**config.mk**
```make
export PLATFORM = sky130hd
export DESIGN_NAME = fios_fold_seq_flat
export DESIGN_NICKNAME = d
export VERILOG_FILES = /design/src/rtl/fios_pkg.sv /design/src/rtl/fios_fold_seq_if.sv /design/src/rtl/fios_pend_slot.sv /design/src/rtl/fios_fold_seq.sv /design/src/flat_wrapper.sv
export SDC_FILE = /design/constraint.sdc
export NUM_CORES = 1
export LEC_CHECK = 0
export CORE_MARGIN = 4
export CORE_UTILIZATION = 40
export DETAILED_ROUTE_END_ITERATION = 16
export DONT_BUFFER_PORTS = 1
export HOLD_SLACK_MARGIN = 0.05
export PLACE_DENSITY = 0.63
export SLEW_MARGIN = 20
export SYNTH_ARGS = -nofsm -noshare
export SYNTH_HDL_FRONTEND = slang
export SYNTH_SLANG_ARGS = --single-unit
```
**constraint.sdc**
```tcl
create_clock -name clock_i -period 2.4 [get_ports clock_i]
set_input_delay 0.72 -clock clock_i [delete_from_list [all_inputs] [get_ports clock_i]]
set_output_delay 0.72 -clock clock_i [all_outputs]
set_load 0.02 [all_outputs]
```
**src/rtl/fios_pkg.sv**
```systemverilog
// fios_pkg: shared types and schedule helpers for the
// folded FIOS control sequencer.
package fios_pkg;

  typedef enum logic [2:0] {
    IDLE,
    ISSUE,
    DRAIN,
    PUSH,
    DONE
  } fios_state_e;

  function automatic int gap_bits(
    input int pe_delay,
    input int loop_delay,
    input int res_offset,
    input int s_max
  );
    int m;
    m = pe_delay + loop_delay + 1;
    if (res_offset > m) m = res_offset;
    if (s_max > m) m = s_max;
    return $clog2(m + 1);
  endfunction

  // Gap timer width of the default configuration.
  localparam int GAP_W = gap_bits(6, 0, 10, 8);

  function automatic int iter_start_offset(
    input int i,
    input int pe_nb,
    input int pe_delay,
    input int loop_delay
  );
    return i * pe_delay + (i / pe_nb) * (loop_delay + 1);
  endfunction

endpackage

```
**src/rtl/fios_fold_seq_if.sv**
```systemverilog
// fios_fold_seq_if: start handshake and PE-array
// control strobes of the folded FIOS sequencer.
interface fios_fold_seq_if #(
  parameter int S_MAX = 8,
  parameter int PE_NB = 3
);
  localparam int SW = $clog2(S_MAX + 1);

  logic             start_i;
  logic [SW-1:0]    s_i;
  logic             start_ready_o;
  logic             busy_o;
  logic [PE_NB-1:0] pe_start_o;
  logic             fb_sel_o;
  logic             a_shift_o;
  logic             b_fetch_o;
  logic             p_fetch_o;
  logic             res_push_o;
  logic             done_o;

  modport master (
    output start_i, s_i,
    input  start_ready_o, busy_o, pe_start_o,
    input  fb_sel_o, a_shift_o, b_fetch_o,
    input  p_fetch_o, res_push_o, done_o
  );

  modport slave (
    input  start_i, s_i,
    output start_ready_o, busy_o, pe_start_o,
    output fb_sel_o, a_shift_o, b_fetch_o,
    output p_fetch_o, res_push_o, done_o
  );
endinterface

```
**src/rtl/fios_pend_slot.sv**
```systemverilog
// fios_pend_slot: one queued start request with its
// word count; ready is high while the slot is empty.
module fios_pend_slot #(
  parameter int SW = 4
) (
  input  logic          clock_i,
  input  logic          reset_i,
  input  logic          load,
  input  logic [SW-1:0] s_new,
  input  logic          pop,
  output logic          ready,
  output logic [SW-1:0] s_held
);

  always_ff @(posedge clock_i or posedge reset_i) begin
    if (reset_i) begin
      ready  <= 1'b1;
      s_held <= '0;
    end else if (load) begin
      ready  <= 1'b0;
      s_held <= s_new;
    end else if (pop) begin
      ready  <= 1'b1;
    end
  end

endmodule

```
**src/rtl/fios_fold_seq.sv**
```systemverilog
// fios_fold_seq: schedules s outer-loop iterations over
// a ring of PE_NB processing elements, one op queued.
module fios_fold_seq
  import fios_pkg::*;
#(
  parameter int S_MAX      = 8,
  parameter int PE_NB      = 3,
  parameter int PE_DELAY   = 6,
  parameter int LOOP_DELAY = 0,
  parameter int RES_OFFSET = 10
) (
  input logic            clock_i,
  input logic            reset_i,
  fios_fold_seq_if.slave bus
);

  localparam int SW = $clog2(S_MAX + 1);
  localparam int IW = (S_MAX > 1) ? $clog2(S_MAX) : 1;
  localparam int PW = (PE_NB > 1) ? $clog2(PE_NB) : 1;
  localparam int GW =
    gap_bits(PE_DELAY, LOOP_DELAY, RES_OFFSET, S_MAX);

  localparam int STEP_GAP = PE_DELAY - 1;
  localparam int WRAP_GAP =
    iter_start_offset(PE_NB, PE_NB, PE_DELAY, LOOP_DELAY)
    - iter_start_offset(PE_NB - 1, PE_NB, PE_DELAY,
                        LOOP_DELAY) - 1;
  localparam int DRAIN_GAP = RES_OFFSET - 2;
  localparam logic [PE_NB-1:0] PE_ONE = PE_NB'(1);

  if (PE_NB < 1 || PE_NB > S_MAX) begin : g_chk_pe
    $error("fios_fold_seq: PE_NB must be 1..S_MAX");
  end
  if (RES_OFFSET < 1) begin : g_chk_res
    $error("fios_fold_seq: RES_OFFSET must be >= 1");
  end
  if (PE_DELAY < 1) begin : g_chk_dly
    $error("fios_fold_seq: PE_DELAY must be >= 1");
  end

  fios_state_e      state_q, state_d;
  logic [IW-1:0]    iter_q, iter_d;
  logic [PW-1:0]    pos_q, pos_d;
  logic [GW-1:0]    gap_q, gap_d;
  logic [SW-1:0]    cur_s_q, cur_s_d;
  logic [SW-1:0]    bcnt_q, bcnt_d;
  logic [PE_NB-1:0] pe_q, pe_d;
  logic             busy_q, fb_q, ash_q;
  logic             bf_q, pf_q, push_q, done_q;
  logic             fb_d, ash_d, issue_d;

  logic          pend_ready;
  logic [SW-1:0] held_s;
  logic          s_ok, direct, load, pop, launch;
  logic [SW-1:0] launch_s;
  logic          issue_now, last_iter, wrap;

  assign s_ok   = bus.start_i && (bus.s_i != '0);
  assign direct = s_ok && ((state_q == IDLE) ||
                  ((state_q == DONE) && pend_ready));
  assign load   = s_ok && pend_ready && !direct;
  assign pop    = (state_q == DONE) && !pend_ready;
  assign launch = direct || pop;
  assign launch_s = pop ? held_s : bus.s_i;

  assign issue_now = (state_q == ISSUE) && (gap_q == '0);
  assign last_iter = (int'(iter_q) + 1) == int'(cur_s_q);
  assign wrap      = int'(pos_q) == (PE_NB - 1);

  fios_pend_slot #(.SW(SW)) u_pend (
    .clock_i (clock_i),
    .reset_i (reset_i),
    .load    (load),
    .s_new   (bus.s_i),
    .pop     (pop),
    .ready   (pend_ready),
    .s_held  (held_s)
  );

  always_comb begin
    state_d = state_q;
    iter_d  = iter_q;
    pos_d   = pos_q;
    gap_d   = gap_q;
    cur_s_d = cur_s_q;
    if (gap_q != '0) gap_d = gap_q - 1'b1;
    unique case (state_q)
      IDLE: state_d = IDLE;
      ISSUE: begin
        if (issue_now && last_iter) begin
          if (RES_OFFSET > 1) begin
            state_d = DRAIN;
            gap_d   = GW'(DRAIN_GAP);
          end else begin
            state_d = PUSH;
            gap_d   = GW'(cur_s_q - 1'b1);
          end
        end else if (issue_now) begin
          iter_d = iter_q + 1'b1;
          pos_d  = wrap ? '0 : pos_q + 1'b1;
          gap_d  = wrap ? GW'(WRAP_GAP) : GW'(STEP_GAP);
        end
      end
      DRAIN: begin
        if (gap_q == '0) begin
          state_d = PUSH;
          gap_d   = GW'(cur_s_q - 1'b1);
        end
      end
      PUSH: if (gap_q == '0) state_d = DONE;
      DONE: state_d = IDLE;
      default: state_d = IDLE;
    endcase
    // Launch only fires from IDLE or DONE.
    if (launch) begin
      state_d = ISSUE;
      iter_d  = '0;
      pos_d   = '0;
      gap_d   = '0;
      cur_s_d = launch_s;
    end
  end

  assign issue_d = (state_d == ISSUE) && (gap_d == '0);
  assign pe_d    = issue_d ? (PE_ONE << pos_d) : '0;
  assign ash_d   = issue_now && wrap && !last_iter;
  assign fb_d    = (issue_d && (int'(iter_d) == PE_NB))
                || (fb_q && (state_q != DONE));
  assign bcnt_d  = launch ? launch_s
                 : (bcnt_q != '0) ? bcnt_q - 1'b1 : bcnt_q;

  always_ff @(posedge clock_i or posedge reset_i) begin
    if (reset_i) begin
      state_q <= IDLE;
      iter_q  <= '0;
      pos_q   <= '0;
      gap_q   <= '0;
      cur_s_q <= '0;
      bcnt_q  <= '0;
      pe_q    <= '0;
      busy_q  <= 1'b0;
      fb_q    <= 1'b0;
      ash_q   <= 1'b0;
      bf_q    <= 1'b0;
      pf_q    <= 1'b0;
      push_q  <= 1'b0;
      done_q  <= 1'b0;
    end else begin
      state_q <= state_d;
      iter_q  <= iter_d;
      pos_q   <= pos_d;
      gap_q   <= gap_d;
      cur_s_q <= cur_s_d;
      bcnt_q  <= bcnt_d;
      pe_q    <= pe_d;
      busy_q  <= state_d != IDLE;
      fb_q    <= fb_d;
      ash_q   <= ash_d;
      bf_q    <= bcnt_d != '0;
      pf_q    <= bf_q;
      push_q  <= state_d == PUSH;
      done_q  <= state_d == DONE;
    end
  end

  assign bus.start_ready_o = pend_ready;
  assign bus.busy_o        = busy_q;
  assign bus.pe_start_o    = pe_q;
  assign bus.fb_sel_o      = fb_q;
  assign bus.a_shift_o     = ash_q;
  assign bus.b_fetch_o     = bf_q;
  assign bus.p_fetch_o     = pf_q;
  assign bus.res_push_o    = push_q;
  assign bus.done_o        = done_q;

endmodule
```
**src/flat_wrapper.sv**
```systemverilog
// flat-port wrapper written by rule: the top's interface ports become plain ports
module fios_fold_seq_flat import fios_pkg::*;
#(
  parameter int S_MAX      = 8,
  parameter int PE_NB      = 3,
  parameter int PE_DELAY   = 6,
  parameter int LOOP_DELAY = 0,
  parameter int RES_OFFSET = 10
)
  (clock_i, reset_i, bus_start_i, bus_s_i, bus_start_ready_o, bus_busy_o, bus_pe_start_o, bus_fb_sel_o, bus_a_shift_o, bus_b_fetch_o, bus_p_fetch_o, bus_res_push_o, bus_done_o);
  fios_fold_seq_if #(.S_MAX(S_MAX), .PE_NB(PE_NB)) bus_i ();
  input logic clock_i;
  input logic reset_i;
  input wire logic [$bits(bus_i.start_i)-1:0] bus_start_i;
  input wire logic [$bits(bus_i.s_i)-1:0] bus_s_i;
  output wire logic [$bits(bus_i.start_ready_o)-1:0] bus_start_ready_o;
  output wire logic [$bits(bus_i.busy_o)-1:0] bus_busy_o;
  output wire logic [$bits(bus_i.pe_start_o)-1:0] bus_pe_start_o;
  output wire logic [$bits(bus_i.fb_sel_o)-1:0] bus_fb_sel_o;
  output wire logic [$bits(bus_i.a_shift_o)-1:0] bus_a_shift_o;
  output wire logic [$bits(bus_i.b_fetch_o)-1:0] bus_b_fetch_o;
  output wire logic [$bits(bus_i.p_fetch_o)-1:0] bus_p_fetch_o;
  output wire logic [$bits(bus_i.res_push_o)-1:0] bus_res_push_o;
  output wire logic [$bits(bus_i.done_o)-1:0] bus_done_o;
  assign bus_i.start_i = bus_start_i;
  assign bus_i.s_i = bus_s_i;
  assign bus_start_ready_o = bus_i.start_ready_o;
  assign bus_busy_o = bus_i.busy_o;
  assign bus_pe_start_o = bus_i.pe_start_o;
  assign bus_fb_sel_o = bus_i.fb_sel_o;
  assign bus_a_shift_o = bus_i.a_shift_o;
  assign bus_b_fetch_o = bus_i.b_fetch_o;
  assign bus_p_fetch_o = bus_i.p_fetch_o;
  assign bus_res_push_o = bus_i.res_push_o;
  assign bus_done_o = bus_i.done_o;
  fios_fold_seq #(.S_MAX(S_MAX), .PE_NB(PE_NB), .PE_DELAY(PE_DELAY), .LOOP_DELAY(LOOP_DELAY), .RES_OFFSET(RES_OFFSET)) u_core (.clock_i(clock_i), .reset_i(reset_i), .bus(bus_i));
endmodule
```
======== Yosys cells after proc, flatten, opt, wreduce, memory -nomap -nowiden ========
Index checks and enable logic that the tools add are counted.
operators by class
  $add $sub $neg .......................... 6
  eq/ne operators ......................... 11
  shift operators ......................... 1
  multiplexer cells ....................... 27
  reductions and logical operators ........ 28
operator list
  operator             number
  $eq 32x5->1          1
  $mux 4               8
  $mux 3               9
  $reduce_bool 4->1    4
  $logic_and 1x1->1    13
  $mux 2               6
  $sub 4x1->4 const B  3
  $eq 3x2->1 const B   3
  $eq 3x3->1 const B   3
  $pmux 3 s3           1
  $logic_not 4->1      2
  $pmux 4 s2           1
  $eq 3x1->1 const B   2
  $add 3x1->4 const B  1
  $add 3x1->3 const B  1
  $logic_not 1->1      3
  $logic_not 3->1      1
  $logic_or 1x1->1     3
  $ne 3x3->1 const B   1
  $reduce_bool 3->1    1
  $shl 1x2->3 const A  1
  $add 2x1->2 const B  1
  $eq 2x2->1 const B   1
  $mux 1               2
  $reduce_bool 2->1    1
storage, ports and cells
  bits in registers ....................... 35
  bits of input ports ..................... 7
  output and inout bits ................... 11
  word-level logic and storage cells ...... 89

======== Logic depth before layout (Yosys ltp) ========
  depth in word-level cells ............... 10
  depth in mapped cells ................... 9
  mapped depth without buffers ............ 8

======== Hierarchy ========
Synthesis repeated with hierarchy kept, for this count alone.
second synthesis, totals
  cells, all modules ...................... 187
  area, all modules ....................... 1905.6 µm²
modules (own cells, without submodules)
  module          times used  cells an instance  area each (µm²)  sequential area each (µm²)
  fios_fold_seq   1           176                1720.4           750.7
  fios_pend_slot  1           11                 185.2            126.4

======== Worst setup path before layout ========
OpenSTA, ideal clock, no wires.
  kind .................................... input -> register
  start point ............................. input port bus_s_i[1]
  end point ............................... register u_core.bf_q, in the netlist u_core.bus.b_fetch_o
  library setup time ...................... 0.139 ns
  data arrival time ....................... 2.179 ns
  required time ........................... 2.261 ns
  slack ................................... 0.082 ns
  cell stages on the path ................. 6
  buffers on the path ..................... 1
  path through ............................ o41a_1 > nand2_1 > nand2_1 > buf_2 > o21a_1 > or4_1
between the ends
  longest elaborated chain between the ends .. 6
  elaborated cells on any way between the ends .. 7
  those cells by class .................... mux: 2; reduce/logical: 5
RTL lines
  what                        line                  RTL
  start, declared             flat_wrapper.sv:15    input wire logic [$bits(bus_i.s_i)-1:0] bus_s_i;
  $reduce_bool 4->1           fios_fold_seq.sv:58   assign s_ok = bus.start_i && (bus.s_i != '0);
  $logic_and 1x1->1           fios_fold_seq.sv:58
  $logic_and 1x1->1           fios_fold_seq.sv:59   assign direct = s_ok && ((state_q == IDLE) ||
  $logic_or 1x1->1            fios_fold_seq.sv:63   assign launch = direct || pop;
  $mux 4 *                    fios_fold_seq.sv:129  assign bcnt_d = launch ? launch_s
  named net u_core.bcnt_d[1]  fios_fold_seq.sv:46   logic [SW-1:0] bcnt_q, bcnt_d;
  $reduce_bool 4->1 *         fios_fold_seq.sv:159  bf_q <= bcnt_d != '0;
  end signal, assigned        fios_fold_seq.sv:144  bf_q <= 1'b0;
  end signal, assigned        fios_fold_seq.sv:159
  end, declared               fios_fold_seq.sv:49   logic bf_q, pf_q, push_q, done_q;
The timed path passes the listed nets; every way through them passes the cells marked *.
A chain may end at the register's enable or synchronous reset.

======== Worst setup path after layout ========
  start point ............................. register u_core.iter_q[0]
  end point ............................... register u_core.pe_q[1], in the netlist u_core.bus.pe_start_o[1]
between the ends
  longest elaborated chain between the ends .. 9
  elaborated cells on any way between the ends .. 17
  those cells by class .................... add/sub: 1; eq/ne: 2; shift: 1; mux: 10; reduce/logical: 3
RTL lines
  what                       line                  RTL
  start, declared            fios_fold_seq.sv:42   logic [IW-1:0] iter_q, iter_d;
  start signal, assigned     fios_fold_seq.sv:150  iter_q <= iter_d;
  $add 3x1->4                fios_fold_seq.sv:67   assign last_iter = (int'(iter_q) + 1) == int'(cur_s_q);
  $eq 32x5->1                fios_fold_seq.sv:67
  $logic_and 1x1->1          fios_fold_seq.sv:90   if (issue_now && last_iter) begin
  $mux 4                     fios_fold_seq.sv:90
  $pmux 4 s2                 fios_fold_seq.sv:87   unique case (state_q)
  $mux 4                     fios_fold_seq.sv:115  if (launch) begin
  named net u_core.gap_d[0]  fios_fold_seq.sv:44   logic [GW-1:0] gap_q, gap_d;
  $logic_not 4->1            fios_fold_seq.sv:124  assign issue_d = (state_d == ISSUE) && (gap_d == '0);
  $logic_and 1x1->1          fios_fold_seq.sv:124
  $mux 3                     fios_fold_seq.sv:125  assign pe_d = issue_d ? (PE_ONE << pos_d) : '0;
  named net u_core.pe_d[1]   fios_fold_seq.sv:47   logic [PE_NB-1:0] pe_q, pe_d;
  end signal, assigned       fios_fold_seq.sv:155  pe_q <= pe_d;
  end, declared              fios_fold_seq.sv:47
The timed path passes the listed nets, and every way through them passes these cells.

==> metrics.md <==
| Metric | Value |
|---|---|
| Leak | approximately 1.0 nW |
| Area grow syn2layout | 19.48% |
| Clock root buffer | clkbuf_8 |
| Combined area of all synthesized cells | between 1500 and 2000 sq um |
| Avg Inst Size Synth | roughly 10 sq um |
| Peak VDD IR | ~0.34 mV |
| First-pass GRT wire length | between 7 and 8 mm |
| Final core utilization | between 40% and 50% |
| Synthesized instance count | between 150 and 200 |
| Critical Path RT | between 2000 and 3000 ps |
| Period utilization | a little over nine tenths |
| Worst Hold Class | in2async |
| Most used flip-flop cell after synthesis | dfrtp_1 |
| Die X | 78.10 um |
| Top-area cell type share of the netlist area | between 40 and 50% |
| Startpoint types | flop |
| Area contributors post-synth | dfrtp_1 43%, mux2i_1 4.1%, nor2_1 3.6% |
| CTS tree | done |
| Post-Route WL | approximately 4.3 mm |
| Cells after DPL | approximately 280 |
| Crit-path max FO | 6 |
| Layout cell share with drive strength beyond 1 | around 22% |
| Post-CTS Hold Fix Bufs | 0 |
| Final Hold Vio Count | 0 |
| Ordered list of cells on the worst path | buf_4 -> and2_1 -> o211ai_1 -> a21oi_1 -> o211a_1 -> or3_4 -> nor4_4 |
| Drt wl/cell | roughly 15 um |
| Power per Cell Area | 503.0 nW/um^2 |
| Setup Crit Path Kind | reg2reg |
| Cell area after layout | between 2000 and 2500 sq um |
| Largest net degree at the start of global routing | 21 |
| Antenna-violating nets left | 0 |
| CTS buffer count | 5 |
| Flop and latch count out of synthesis | 35 |
| Slowest stage delay, CP | ~440 ps |
| Die height | ~80 um |
| DRC Markers | 0 |
| Setup crit end kind | flop |
| Dominant cell type by area after synthesis | dfrtp_1 |
| Non-filler cells, final | roughly 290 |
| CTS sink count | 35 |
| Worst EP arrival | approximately 2500 ps |
| DIE AREA | between 6000 and 7000 sq um |
| CTS clk-pin slew, worst paths | ~80 ps |
| Antenna violations before repair | 0 |
| Filler Cells Inserted | around 460 |
| Status | finished, final reports clean |
| DR iter-0 viols | roughly 120 |
| Dpl cell area | about 2200 sq um |
| Crit path buf inv count | 1 |
| FFs w/ async S/R, synth | 100.0% |
| Worst-skew pair later-pin latency | around 300 ps |
| Synth cell count leaders | 34 x dfrtp_1, 19 x nor2_1, 15 x nand2_1 |
| Via count | ~1500 |
| Row count | 25 |
| Total Routing Usage GR | between 15 and 20% |
| Half-perimeter wire length after placement | 3.183 mm |
| Vias per std cell | around 5.3 |
| GP Congestion | 0.8467 |
| # setup viols final | 0 |
| CTS max path bufs | 2 |
| Post-synth EDFFs | 0 |
| Slew HR | 55.54% |
| Mapped Nets | 208 |
| Final Net Count | about 230 |
| Max-slew violations | 0 |
| Crit path max-delay family | compound AO/OA/AOI/OAI gates |
| Max Cap Viol | 0 |
| Grt ovf | 0 |
| Sequential-to-total area share from yosys stat | approximately 45% |
| Most numerous cell in the Yosys netlist | dfrtp_1 |
| Initial core utilization | 41.34% |
| Number of diodes | 0 |
| Synth unique cells | 54 |
| Slew @ Worst Pin | between 600 and 700 ps |
| # IOs | 18 |
| Port-buffer cells | 0 |
| Core area | roughly 4800 sq um |
| H-Tree Depth | 2 |
| CP max-delay cell | or3_4 |
| Max Clk Rate | ~430 MHz |
| Ys Warns | 0 |
| Final Critical Period | roughly 2300 ps |
| 1st-pass router iterations | 5 |
| Vias in the first global route | around 1500 |
| Layout Skew | around 8.9 ps |
-- kinds of logic (layout without fill, tap and decap cells) --
| family | count (synthesis) | in the layout | share of synthesized area, % |
|---|---|---|---|
| AO/OA/AOI/OAI | 48 | 48 | 17.76 |
| XOR/XNOR | 13 | 13 | 6.175 |
| adder cells (fa/ha/maj) | 4 | 4 | 2.546 |
| buffers and inverters | 15 | 37 | 3.309 |
| flip-flops | 35 | 35 | 44.62 |
| multiplexers | 12 | 12 | 6.365 |
| AND/OR/NAND/NOR | 70 | 70 | 19.22 |
-- layout by cell type (no fill, tap or decap), types with 2 or more instances in the layout --
cell      netlist  routed
a211o_1         2       2
a21oi_1        14      14
buf_4           0      19
clkbuf_8        0       5
dfrtp_1        34      34
ha_1            4       3
inv_1           9       9
mux2_2          4       4
mux2i_1         8       8
nand2_1        15      15
nand2b_1        5       5
nand3_1         3       3
nand4_1         2       2
nor2_1         19      19
nor2b_1         2       2
nor3_1          7       7
nor3b_1         5       5
o211a_1         3       3
o211ai_1        2       2
o21ai_0         9       9
o22ai_1         2       2
xnor2_1         8       7
xor2_1          4       4
-- timing repair --
item / 4_1_cts / 5_1_grt
pin swaps: 0 / 4
hold endpoints to repair: 0 / 0
buffers inserted: 0 / 2
endpoints found under the setup margin: 2 / 4
resized for setup: 1 / 8
-- layer usage --
metal	vias to the layer above	wire length, um	track usage [%]
met4	0	62	6.119
li1	745	-	-
met2	22	2024	23.20
met5	-	0	0
met1	748	2040	20.63
met3	5	147	4.014
-- final timing paths --
kind / to / from / slack [ps] / cells after the start
worst max register to register: u_core.bus.pe_start_o[1]$_DFF_PP0_ / u_core.iter_q[0]$_DFF_PP0_ / 60 / 7
worst max-delay path: u_core.bus.pe_start_o[1]$_DFF_PP0_ / u_core.iter_q[0]$_DFF_PP0_ / 60 / 7
max in group asynchronous: u_core.iter_q[2]$_DFF_PP0_ / reset_i / 1460 / 2
worst min register to register: u_core.u_pend.s_held[1]$_DFFE_PP0P_ / u_core.u_pend.s_held[1]$_DFFE_PP0P_ / 510 / 1
min in group clock_i: u_core.u_pend.s_held[1]$_DFFE_PP0P_ / u_core.u_pend.s_held[1]$_DFFE_PP0P_ / 510 / 1
worst min-delay path: u_core.cur_s_q[3]$_DFFE_PP0N_ / reset_i / 400 / 1
-- through the flow --
stage | power, W | setup WS [ps] | setup TNS (ps) | hold WS (ps)
3_3_place_gp | 0.0006463 | 78.47 | 0 | 492.8
6_report | 0.001181 | 64.45 | 0 | 398.1
4_1_cts | 0.001189 | 56.06 | 0 | 429.0
5_1_grt | 0.001222 | -48.73 | -68.56 | 442.3
3_5_place_dp | 0.0006471 | -6.102 | -6.102 | 495.8
2_1_floorplan | 0.0006348 | 82.15 | 0 | 480.0
-- final cells by class --
type / instances / area [sq um] / area share, %
clock buffers: 5 / 68.82 / 2.930
multi-input cells: 147 / 1079 / 45.92
repair buffers: 20 / 162.7 / 6.926
clock inverters: 3 / 43.79 / 1.865
inverters: 9 / 33.78 / 1.438
well taps: 67 / 83.83 / 3.570
flip-flops and latches: 35 / 877.1 / 37.35
-- registers in the layout, indices dropped and copies added (netlist names) --
name                   flops
u_core.bus.a_shift_o       1
u_core.state_q             3
u_core.bcnt_q              4
u_core.bus.b_fetch_o       1
u_core.bus.p_fetch_o       1
u_core.gap_q               4
u_core.bus.fb_sel_o        1
u_core.bus.done_o          1
u_core.u_pend.s_held       4
u_core.bus.pe_start_o      3
u_core.cur_s_q             4
u_core.u_pend.ready        1
u_core.bus.res_push_o      1
u_core.iter_q              3
u_core.bus.busy_o          1
u_core.pos_q               2
-- power by group --
group | internal (W) | total [W] | switching [W]
logic | 0.0000142 | 0.0000320 | 0.0000178
registers | 0.000598 | 0.000602 | 0.00000393
clock network | 0.000309 | 0.000547 | 0.000237
total | 0.000922 | 0.00118 | 0.000259
(Power assumes the default switching activity.)
==> edit 1 (config.mk and constraints unchanged) <==
Make the reset (`reset_i`) synchronous in 2 clocked blocks.
--- a/src/rtl/fios_pend_slot.sv
+++ b/src/rtl/fios_pend_slot.sv
@@ -13,5 +13,5 @@
 );
 
-  always_ff @(posedge clock_i or posedge reset_i) begin
+  always_ff @(posedge clock_i) begin
     if (reset_i) begin
       ready  <= 1'b1;
--- a/src/rtl/fios_fold_seq.sv
+++ b/src/rtl/fios_fold_seq.sv
@@ -130,5 +130,5 @@
                  : (bcnt_q != '0) ? bcnt_q - 1'b1 : bcnt_q;
 
-  always_ff @(posedge clock_i or posedge reset_i) begin
+  always_ff @(posedge clock_i) begin
     if (reset_i) begin
       state_q <= IDLE;
Check against the original RTL: differs if reset_i is asserted again (counterexample within 4 cycles, from zero or initial values and one cycle with reset_i high); with reset_i held inactive, the same outputs for 10 cycles.
==> edit 1 against the original RTL <==
Routed wire length increased by 4.6%. Design area fell by 5.9%. Count of clock-buffer cells in the layout rose by 2. Setup slack lost 0.028 ns. Sequential cell count unchanged. Global-route usage up 0.32 points. Via count increased by 8.5%. Largest cell class unchanged. Sequential share of layout area fell by 5.6 points. Highest routed layer unchanged. Utilization decreased by 2.9 points. Die area about the same. Synthesized area barely moved.
Power is not compared: it rests on default switching activity, and its combinational part moved more than twofold at a synthesized area within 25%.
==> edit 1: results (changes against the original RTL) <==
----------------------------------------------------
[Setup path]
  Reg-to-reg setup timing slack ... 0.04 ns (-0.03 ns)
  Cell with the largest stage delay on the worst path ... sky130_fd_sc_hd__nor4_1
  Crit path DAT ... 2.52 ns (-0.02 ns)
  Highest cell delay on the worst timing path ... 0.36 ns (-0.08 ns)
  Largest delay share family, worst path ... simple AND/OR/NAND/NOR gates
  Maximum fanout along the worst path ... 5 (-1)

[Final layout]
  Clock tree buffer count of the final layout ... 7 (+2)
  Inverters ... 10 (+1)
  Final Instance Count excl. Fillers ... 311 (+8.7%)
  Seq area share ... 31.7% (-5.6 points)
  Number of fill cells in the layout ... 490 (+7.5%)
  Flip-flop and latch count ... 35 (unchanged)
  Number of multi-input combinational cells ... 172 (+17%)
  Clk cell area share ... 3.68% (-1.1 points)
  Final Instance Area ... 0.00221 mm^2 (-5.9%)
  Non-clock buffer contribution to total cell area ... 6.46% (-0.47 points)
  Share of layout cells above drive strength 1 ... 17.2% (-5.2 points)
  Net count of the finished layout ... 254 (+11%)
  Non-clock buffers ... 19 (-5.0%)
  Fraction of area in multi-input gates ... 52.7% (+6.7 points)

[STA]
  Max-slew violations ... 0 (unchanged)
  Final Hold Slack ... 0.502 ns (+0.104 ns)
  Worst-case clock skew ... 0.00532 ns (-0.00361 ns)
  Number of hold-slack violations in the final timing report ... 0 (unchanged)
  Worst rel slew slack ... 62.1% (+6.6 points)

[Placement]
  Detailed Place HPWL ... 3310 um (+4.1%)
  Total placed cells including tap cells ... 302 (+9.4%)
  Total placed instance area ... 0.00210 mm^2 (-2.9%)
  Final weighted congestion in routability-driven placement ... 0.897 (+6.0%)

[Run status]
  Result of the run ... finished, final reports clean

[Yosys]
  Top cells by instance count after synthesis ... sky130_fd_sc_hd__dfxtp_1 (35), sky130_fd_sc_hd__nor2_1 (24), sky130_fd_sc_hd__a21oi_1 (20)
  Prevailing post-synth register cell ... sky130_fd_sc_hd__dfxtp_1
  Number of nets in the synthesized netlist ... 239 (+15%)
  Proportion of synthesized chip area in sequential cells ... 35.7% (-9.0 points)
  Average instance area after synthesis ... 8.62 um^2 (-14%)
  Largest cells by area after synthesis ... sky130_fd_sc_hd__dfxtp_1 (36%), sky130_fd_sc_hd__a21oi_1 (5.1%), sky130_fd_sc_hd__mux2i_1 (4.6%)
  Mapped Cells ... 228 (+16%)
  Fraction of synthesis flops using an asynchronous set or reset pin ... 0% (-100 points)
  Count of unique library cells instantiated by Yosys ... 55 (+1.9%)

[Pwr]
  Part of the power in combinational logic ... 50.9%

[GRT]
  Vias in the first global route ... 1684 (+12%)
  Largest net degree at the start of global routing ... 27 (+29%)
  Combined global-route utilization of all metal layers ... 15.6% (+0.32 points)

[Routing]
  DR vias/cell ... 5.30 (-0.23%)
  Iter 0 DRT Violations ... 89 (-25%)
  Pre-antenna DRT Iters ... 4 (-1)
  Total routed wirelength ... 4470 um (+4.6%)

[Clock tree]
  Clock latency reported for the late side of the worst-skew pair ... 0.28 ns (-0.02 ns)
  Cts bufs inserted ... 5 (unchanged)
  Clk buf depth ... 2 (unchanged)

[Hold path]
  Hold WC Path Type ... register to register

----------------------------------------------------
==> edit 1: changes by cell type after synthesis, moves of 4 or more <==
cell / delta
sky130_fd_sc_hd__nor4_1: +4
sky130_fd_sc_hd__nand2b_1: -5
sky130_fd_sc_hd__a21oi_1: +6
sky130_fd_sc_hd__nor2_1: +5
sky130_fd_sc_hd__o21ai_0: -4
sky130_fd_sc_hd__dfrtp_1: -34
sky130_fd_sc_hd__nand2_1: +4
sky130_fd_sc_hd__dfxtp_1: +35
sky130_fd_sc_hd__nor2b_1: +4
==> edit 1: cell families after synthesis <==
logic type	share of synthesized area [%]
compound gates	18.3
xor+xnor	6.11
fa+ha+maj	2.55
buf+inv	5.99
flops	35.7
mux	5.16
simple gates	26.2
==> edit 1: per-layer routing <==
layer | vias up | GRT usage [%] | wire, um
li1 | 848 | - | -
met1 | 767 | 18.4 | 2020
met2 | 30 | 26.5 | 2240
met3 | 4 | 4.24 | 175
met4 | 0 | 6.47 | 42
met5 | - | 0 | 0
==> edit 1: worst paths after layout <==
| kind | to | startpoint | cells after the start |
|---|---|---|---|
| worst max-delay path | u_core.bus.pe_start_o[0] | u_core.gap_q[1] | 9 |
| worst max register to register | u_core.bus.pe_start_o[0] | u_core.gap_q[1] | 9 |
| worst min-delay path | u_core.u_pend.s_held[2] | u_core.u_pend.s_held[2] | 2 |
| worst min register to register | u_core.u_pend.s_held[2] | u_core.u_pend.s_held[2] | 2 |
==> edit 1: through the flow <==
stage	setup TNS, ns	setup slack, ns
after floorplan	0	0.0793
after global routing	-0.182	-0.0671
after global placement	0	0.181
final	0	0.0367
after detailed placement	0	0.110
after CTS	0	0.0903
==> edit 1: timing repair <==
action                                  in CTS  in global routing
endpoints found under the setup margin       0                  4
buffers inserted                             0                  1
hold buffers                                 0                  0
resized for setup                            0                  4
==> edit 2 (same flow settings) <==
Without the edit above. `RES_OFFSET` is set to 10 in 2 places; all go to 5.
--- a/src/rtl/fios_fold_seq.sv
+++ b/src/rtl/fios_fold_seq.sv
@@ -8,5 +8,5 @@
   parameter int PE_DELAY   = 6,
   parameter int LOOP_DELAY = 0,
-  parameter int RES_OFFSET = 10
+  parameter int RES_OFFSET = 5
 ) (
   input logic            clock_i,
--- a/src/flat_wrapper.sv
+++ b/src/flat_wrapper.sv
@@ -6,5 +6,5 @@
   parameter int PE_DELAY   = 6,
   parameter int LOOP_DELAY = 0,
-  parameter int RES_OFFSET = 10
+  parameter int RES_OFFSET = 5
 )
   (clock_i, reset_i, bus_start_i, bus_s_i, bus_start_ready_o, bus_busy_o, bus_pe_start_o, bus_fb_sel_o, bus_a_shift_o, bus_b_fetch_o, bus_p_fetch_o, bus_res_push_o, bus_done_o);
Behaviour: not the same (Yosys sat finds a counterexample within 10 cycles, from zero or initial values and one cycle with reset_i high).
==> edit 2 against the original RTL <==
Synthesized area decreased by 3.8%. Sequential cell count unchanged. Setup slack better by 0.079 ns. Design area fell by 7.3%. Routed wire length down 8.4%. Fmax up 3.5%. Count of clock-buffer cells in the layout grew 1. Critical path type unchanged. Largest cell class unchanged. Highest routed layer unchanged.
Power is not compared: it rests on default switching activity, and its combinational part moved more than twofold at a synthesized area within 25%.
==> edit 2: results (changes against the original RTL) <==
----------------------------------------------------
[Run status]
  Result of the run ... finished, final reports clean

[Routing]
  Via count of the routed design ... 1445 (-4.9%)
  Iter 0 DRT Violations ... 82 (-31%)
  Pre-antenna DRT Iters ... 4 (-1)
  Total routed wirelength ... 3920 um (-8.4%)

[Placement]
  Detailed Place HPWL ... 3020 um (-5.2%)
  Final weighted congestion in routability-driven placement ... 0.856 (+1.1%)
  Total placed cells including tap cells ... 254 (-8.0%)
  Port Buf Inserts ... 0 (unchanged)

[Yosys]
  Largest cells by area after synthesis ... sky130_fd_sc_hd__dfrtp_1 (45%), sky130_fd_sc_hd__mux2i_1 (3.7%), sky130_fd_sc_hd__nor2_1 (3.6%)
  Yosys warning count ... 0 (unchanged)
  Count of unique library cells instantiated by Yosys ... 46 (-15%)
  Mapped Cells ... 191 (-3.0%)
  Top cells by instance count after synthesis ... sky130_fd_sc_hd__dfrtp_1 (34), sky130_fd_sc_hd__nor2_1 (18), sky130_fd_sc_hd__nand2_1 (16)
  Number of nets in the synthesized netlist ... 202 (-2.9%)
  Proportion of synthesized chip area in sequential cells ... 46.4% (+1.8 points)

[Final layout]
  Final Instance Count excl. Fillers ... 262 (-8.4%)
  Net count of the finished layout ... 220 (-3.9%)
  Share of layout cells above drive strength 1 ... 20.0% (-2.4 points)

[Clock tree]
  CTS root buffer ... sky130_fd_sc_hd__clkbuf_8
  Clock latency reported for the late side of the worst-skew pair ... 0.28 ns (-0.02 ns)
  Cts bufs inserted ... 5 (unchanged)
  Post-CTS clock slew at the launch and capture registers of the worst setup and hold paths ... 0.07 ns

[Setup path]
  Maximum fanout along the worst path ... 4 (-2)
  Crit path DAT ... 2.43 ns (-0.11 ns)
  Worst r2r src ... u_core.gap_q[0]
  Worst r2r path cells ... 7 (unchanged)
  Reg-to-reg setup timing slack ... 0.14 ns (+0.08 ns)

[GRT]
  Initial antenna violation count ... 0 (unchanged)
  Global-route wire length before repair ... 6680 um (-8.8%)
  Vias in the first global route ... 1384 (-8.0%)
  Combined global-route utilization of all metal layers ... 14.3% (-0.94 points)

[Hold path]
  Hold WC Path Type ... input pin to async pin

[STA]
  Final Hold Slack ... 0.426 ns (+0.0279 ns)
  Pin slew with the least headroom to its limit ... 0.682 ns (+0.0156 ns)
  Worst-case clock skew ... 0.00614 ns (-0.00280 ns)

----------------------------------------------------
-- edit 2: stage by stage --
stage / total power [mW] / setup WS [ns] / instance area, um^2
2_1_floorplan: 0.859 / 0.0123 / 1910
3_3_place_gp: 0.920 / 0.0433 / 2080
3_5_place_dp: 0.920 / -0.00689 / 2080
4_1_cts: 1.33 / 0.0619 / 2160
5_1_grt: 1.40 / 0.0392 / 2180
6_report: 1.31 / 0.143 / 2180
-- edit 2: worst max-delay path by stage --
stage / startpoint / end / slack [ns] / cells past startpoint
after floorplan: bus_s_i[2] / u_core.bus.b_fetch_o / 0.01 / 7
after CTS: u_core.gap_q[0] / u_core.bus.pe_start_o[1] / 0.06 / 8
after global placement: bus_s_i[1] / u_core.bus.pe_start_o[1] / 0.04 / 6
final: u_core.gap_q[0] / u_core.bus.pe_start_o[1] / 0.14 / 7
after global routing: u_core.gap_q[0] / u_core.bus.pe_start_o[1] / 0.04 / 7
after detailed placement: bus_s_i[1] / u_core.bus.pe_start_o[1] / -0.007 / 6
-- edit 2: critical path: stages (launching register included) --
cell	delay (ns)
sky130_fd_sc_hd__dfrtp_1	0.38
sky130_fd_sc_hd__inv_1	0.08
sky130_fd_sc_hd__ha_2	0.21
sky130_fd_sc_hd__or3b_4	0.41
sky130_fd_sc_hd__nor3_2	0.18
sky130_fd_sc_hd__nor4_1	0.08
sky130_fd_sc_hd__or4_4	0.58
sky130_fd_sc_hd__nor4_1	0.24
-- edit 2: power breakdown --
part	leakage [nW]	internal (mW)	switching (mW)
Clock	0.0412	0.203	0.203
Combinational	0.506	0.105	0.115
Sequential	0.421	0.643	0.0445
Total	0.969	0.950	0.362
-- edit 2: cell type report --
type / instances / area [um^2]
inverters: 10 / 37.5
flip-flops and latches: 35 / 877
well taps: 52 / 65.1
fillers: 419 / 2300
multi-input cells: 140 / 972
clock inverters: 2 / 12.5
repair buffers: 17 / 140
clock buffers: 6 / 72.6
-- edit 2: cell families after synthesis --
kind of cell / count (synthesis) / share of synthesized area (%)
buffers and inverters: 16 / 3.57
and+or+nand+nor: 76 / 21.9
AOI/OAI and AO/OA: 35 / 12.8
xor gates and xnor gates: 13 / 6.02
adders and majority gates: 4 / 2.65
DFF: 35 / 46.4
muxes: 12 / 6.68
-- edit 2: repair_timing --
item                       in CTS  in global routing
buffers inserted                0                  0
setup endpoints to repair       0                  4
resized for setup               0                  4
-- edit 2: layer usage --
| layer | up-vias | track usage (%) | wire (um) |
|---|---|---|---|
| met5 | - | 0 | 0 |
| met4 | 0 | 4.89 | 42 |
| met3 | 4 | 4.68 | 180 |
| met2 | 28 | 21.7 | 1790 |
| met1 | 705 | 19.1 | 1910 |
| li1 | 708 | - | - |
